### src/rtl/pio_channel_sched.sv
// pio_channel_sched: shares the PIO output channel between NREQ write requesters
// and drains the PIO input buffer into a one-entry receive holding register.
// Optional feature macro: PIO_SCHED_RR_EN (round-robin arbitration). When it is
// undefined the lowest-index requester always wins.
module pio_channel_sched #(
   parameter int unsigned NREQ   = 2,
   parameter int unsigned ADDR_W = 4,
   parameter int unsigned DATA_W = 16
) (
   input  logic                   iClk,
   input  logic                   iRst,
   input  logic [NREQ-1:0]        iReqVld,
   input  logic [NREQ*ADDR_W-1:0] iReqAddr,
   input  logic [NREQ*DATA_W-1:0] iReqData,
   output logic [NREQ-1:0]        oReqGnt,
   output logic [ADDR_W-1:0]      oPioAddr,
   output logic [DATA_W-1:0]      oPioData,
   output logic                   oPioWEnb,
   output logic                   oPioREnb,
   input  logic [DATA_W-1:0]      iPioStat,
   output logic                   oRxVld,
   output logic [7:0]             oRxData,
   input  logic                   iRxAck
);

   localparam int unsigned PTR_W = (NREQ > 1) ? $clog2(NREQ) : 1;

   typedef enum logic [1:0] {StIdle, StIssue, StHold} state_e;

   state_e              r_state;
   state_e              w_state_d;
   logic [PTR_W-1:0]    w_win;
   logic                w_found;
   logic                w_grant;
   logic [NREQ-1:0]     r_gnt;
   logic [NREQ-1:0]     w_gnt_d;
   logic                r_wenb;
   logic                w_wenb_d;
   logic [ADDR_W-1:0]   r_addr;
   logic [DATA_W-1:0]   r_data;
   logic                r_rx_vld;
   logic [7:0]          r_rx_data;
   logic                r_renb;
   logic                r_renb_dly;
   logic                w_rx_cap;
   logic                w_unused_stat;

   // Status bits 13:8 carry nothing this block needs.
   assign w_unused_stat = ^iPioStat[13:8];

   // Grant only from IDLE, and only while the PIO output buffer has room.
   assign w_grant = (r_state == StIdle) && w_found && !iPioStat[14];

`ifdef PIO_SCHED_RR_EN
   logic [PTR_W-1:0] r_ptr;
   logic [PTR_W:0]   w_idx;

   // Round-robin search from the pointer; later iterations are nearer the pointer and win.
   always_comb begin
      w_win   = '0;
      w_found = 1'b0;
      w_idx   = '0;
      for (int k = int'(NREQ) - 1; k >= 0; k--) begin
         w_idx = {1'b0, r_ptr} + (PTR_W+1)'(k);
         if (w_idx >= (PTR_W+1)'(NREQ)) w_idx = w_idx - (PTR_W+1)'(NREQ);
         if (iReqVld[w_idx[PTR_W-1:0]]) begin
            w_win   = w_idx[PTR_W-1:0];
            w_found = 1'b1;
         end
      end
   end

   // Pointer moves just past the winner after every grant.
   always_ff @(posedge iClk) begin
      if (iRst) begin
         r_ptr <= '0;
      end else if (w_grant) begin
         r_ptr <= (w_win == PTR_W'(NREQ - 1)) ? '0 : w_win + 1'b1;
      end
   end
`else
   // Fixed priority: lowest valid index wins.
   always_comb begin
      w_win   = '0;
      w_found = 1'b0;
      for (int k = int'(NREQ) - 1; k >= 0; k--) begin
         if (iReqVld[k]) begin
            w_win   = PTR_W'(k);
            w_found = 1'b1;
         end
      end
   end
`endif

   // Write FSM state register.
   always_ff @(posedge iClk) begin
      if (iRst) r_state <= StIdle;
      else      r_state <= w_state_d;
   end

   // Write FSM next state: IDLE -> ISSUE -> HOLD -> IDLE, one write per three cycles.
   always_comb begin
      w_state_d = r_state;
      case (r_state)
         StIdle:  if (w_grant) w_state_d = StIssue;
         StIssue: w_state_d = StHold;
         StHold:  w_state_d = StIdle;
         default: w_state_d = StIdle;
      endcase
   end

   // Write FSM outputs, computed one cycle ahead so they leave the block registered.
   always_comb begin
      w_gnt_d = '0;
      if (w_grant) w_gnt_d[w_win] = 1'b1;
      w_wenb_d = (r_state == StIssue);
   end

   // Registered write-side outputs; addr/data are captured from the winner at grant.
   always_ff @(posedge iClk) begin
      if (iRst) begin
         r_gnt  <= '0;
         r_wenb <= 1'b0;
         r_addr <= '0;
         r_data <= '0;
      end else begin
         r_gnt  <= w_gnt_d;
         r_wenb <= w_wenb_d;
         if (w_grant) begin
            r_addr <= iReqAddr[w_win*ADDR_W +: ADDR_W];
            r_data <= iReqData[w_win*DATA_W +: DATA_W];
         end
      end
   end

   // PIO status lags a read by a cycle, so the cycle after a REnb pulse never reads.
   assign w_rx_cap = !iPioStat[15] && !r_rx_vld && !r_renb && !r_renb_dly;

   // Receive holding register; capture and REnb pulse appear together.
   always_ff @(posedge iClk) begin
      if (iRst) begin
         r_rx_vld   <= 1'b0;
         r_rx_data  <= '0;
         r_renb     <= 1'b0;
         r_renb_dly <= 1'b0;
      end else begin
         r_renb     <= w_rx_cap;
         r_renb_dly <= r_renb;
         if (w_rx_cap) begin
            r_rx_vld  <= 1'b1;
            r_rx_data <= iPioStat[7:0];
         end else if (iRxAck && r_rx_vld) begin
            r_rx_vld <= 1'b0;
         end
      end
   end

   assign oReqGnt  = r_gnt;
   assign oPioWEnb = r_wenb;
   assign oPioAddr = r_addr;
   assign oPioData = r_data;
   assign oPioREnb = r_renb;
   assign oRxVld   = r_rx_vld;
   assign oRxData  = r_rx_data;

endmodule

### config.mk
export PLATFORM = sky130hd
export DESIGN_NAME = pio_channel_sched
export DESIGN_NICKNAME = d
export VERILOG_FILES = /design/src/rtl/pio_channel_sched.sv
export SDC_FILE = /design/constraint.sdc
export NUM_CORES = 1
export LEC_CHECK = 0
export CAP_MARGIN = 20
export CORE_UTILIZATION = 36
export DETAILED_ROUTE_END_ITERATION = 6
export PLACE_DENSITY = 0.79
export SKIP_LAST_GASP = 1
export SLEW_MARGIN = 20
export SYNTH_ARGS = -nofsm -noshare
export SYNTH_HDL_FRONTEND = slang
export SYNTH_SLANG_ARGS = --single-unit
### constraint.sdc
create_clock -name iClk -period 1.39 [get_ports iClk]
set_input_delay 0.3475 -clock iClk [delete_from_list [all_inputs] [get_ports iClk]]
set_output_delay 0.3475 -clock iClk [all_outputs]
set_load 0.1 [all_outputs]
==> impl_results.md <==
- DR pass1 iterations: 4
- Post-synth ARST share: 0%
- Worst Path Class, Setup: in2reg
- Final setup viols: 0
- Total power: 3.316 mW
- CTS Buf Count: 5
- Synth top area cells: dfxtp_1 49%, mux2i_1 14%, a211oi_1 10%
- WL per Instance: 15.21 um
- GRT Util Overall: 20.77%
- Clk sink count: 36
- H-tree depth: 2
- Maximum vdd drop: 0.0005795 V
- Clock period minus final worst setup slack: 1.382 ns
- Inst Count DP: 280
- Vias per cell: 5.155
- Pwr Density: 1093 nW/um^2
- Clock transition at path regs: 0.06 ns
- Synth top cells by count: 36 x dfxtp_1, 28 x a21oi_1, 20 x a211oi_1, 20 x mux2i_1, 16 x nand2_1
- Status: complete, no violations
- Buffers on Ports: 87
- Initial antenna violation count: 0
- Routed Wire Length: 4412 um
- Syn Inst Count: 150
- Hold Buf Count CTS: 0
- Post-layout util: 79.87%
- Syn_nets: 211
- DP Area: 2781 um^2
- RSZ-0062 raised after global routing: true
- Via count: 1495
- TritonCTS clock tree: built
- Die Area: 4365 um^2
- Max Cap Viol: 0
- Max Slew Vio Count: 0
- Worst path required time: 1.56 ns
- Max Clock Skew: 0.006408 ns
- Final worst path period share: 99.40%
- Hold Vio Cnt, Final: 0
- Final worst hold slack: 0.4347 ns
- Layout cells sized above 1: 30.99%
- Post-Layout Inst Area: 3034 um^2
- Max transition margin: 83.24%
- Cell row count: 22
- Clock Latency Late Sink: 0.29 ns
- Post-CTS Setup Repair Bufs: 0
- Starting Density: 38.90%
- Core area: 3799 um^2
- YS warnings: 0
- # IOs: 94
- EDFF count, synth: 0
- Grt ovf: 0
- Non-Filler Instances: 290
- Vias in the first global route: 1361
- Most numerous cell in the Yosys netlist: dfxtp_1
- FILL cells: 231
- Die height: 66.07 um
- Dominant synthesized flop cell: dfxtp_1
- Worst slew pin tran: 0.2500 ns
- Area leader, netlist: dfxtp_1
- Drt first-iter violations: 75
- Gpl congestion: 0.6669
- Global-route wire length before repair: 6644 um
- Worst Path Arrival: 1.55 ns
- Top cell type's share of synthesized area: 48.77%
- Crit path max fanout: 10
- Die width: 66.07 um
- HPWL Detailed: 3055 um
- HP Class: in2reg
- Diode count: 0
- Clk buf depth: 2
- Final nets: 302
- Root Buffer: clkbuf_8
- Routed Antenna Nets: 0
- Register area share after synthesis: 48.77%
- DRC viols: 0
- Syn avg cell area: 9.851 um^2
- Setup crit end kind: register
- Netlist cell types: 20
- Largest net degree at the start of global routing: 37
- Yosys reg bits: 36
- Post-Synthesis Cell Area: 1478 um^2
- Leak: 1.141 nW
- Crit start category: input port
- Area delta synth->final: 105.3%
- Fmax: 723.8 MHz
[kinds of logic after synthesis]
kind of cell / synth area share [%]
DFF: 48.77
buffers and inverters: 5.503
and+or+nand+nor: 11.94
muxes: 13.55
AOI/OAI and AO/OA: 20.24
[final timing paths]
kind / start / to / slack, ns / depth (start not counted)
worst min-delay path: iReqVld[0] / oReqGnt[0] / 0.43 / 2
worst min register to register: oRxData[6] / oRxData[6] / 0.49 / 2
worst max-delay path: iPioStat[15] / oRxData[2] / 0.008 / 4
worst max register to register: oPioREnb / oRxData[2] / 0.09 / 3
[registers in the layout (all words and copies together), names as in the netlist]
name,count
oPioAddr,4
oPioData,16
oPioREnb,1
oPioWEnb,1
oReqGnt,2
oRxData,8
oRxVld,1
r_renb_dly,1
r_state,2
[worst max-delay path, cell delays in order]
cell and delay, ns:
clkdlybuf4s50_1 0.42, or4_4 0.58, nand2_1 0.13, a21oi_1 0.07
[cell type report]
class                   count  area (um^2)  area share [%]
flip-flops and latches     36        728.2           24.00
repair buffers             98         1373           45.24
well taps                  48        60.06           1.979
clock buffers               8        90.09           2.969
multi-input cells         100        783.3           25.81
[what timing repair did]
| action | in CTS | in global routing |
|---|---|---|
| gates resized for setup | 3 | 22 |
| gates cloned | 0 | 2 |
| setup endpoints to repair | 8 | 25 |
| pin swaps | 1 | 2 |
[routing by layer]
layer  up-vias  wire, um  track usage (%)
li1        727         -                -
met1       697      1818            23.13
met2        63      2205            36.10
met3         8       306            6.379
met4         0        82            9.043
met5         -         0                0
[power by group]
group | switching, mW | internal [mW]
combinational | 0.790 | 0.581
clock | 0.343 | 0.404
sequential | 0.0871 | 1.11
[through the flow]
step                setup WS [ns]   TNS [ns]
floorplan                0.006834          0
global placement          -0.2843     -7.880
detailed placement        -0.3253     -8.426
CTS                     -0.002385  -0.002385
global route             -0.02020   -0.04360
finish                   0.008350          0
[layout by cell type (no fill, tap or decap), drive strengths merged]
master / count
clkbuf: 10
nor2: 1
or2b: 1
or2: 1
nor3: 1
or4: 1
nor3b: 5
a211oi: 20
dfxtp: 36
a21oi: 29
nor4: 1
or3: 1
nand2: 16
clkdlybuf4s50: 52
and2: 1
dlymetal6s2s: 2
mux2i: 20
buf: 42
nor2b: 2
Power figures use the tool's default switching activity.
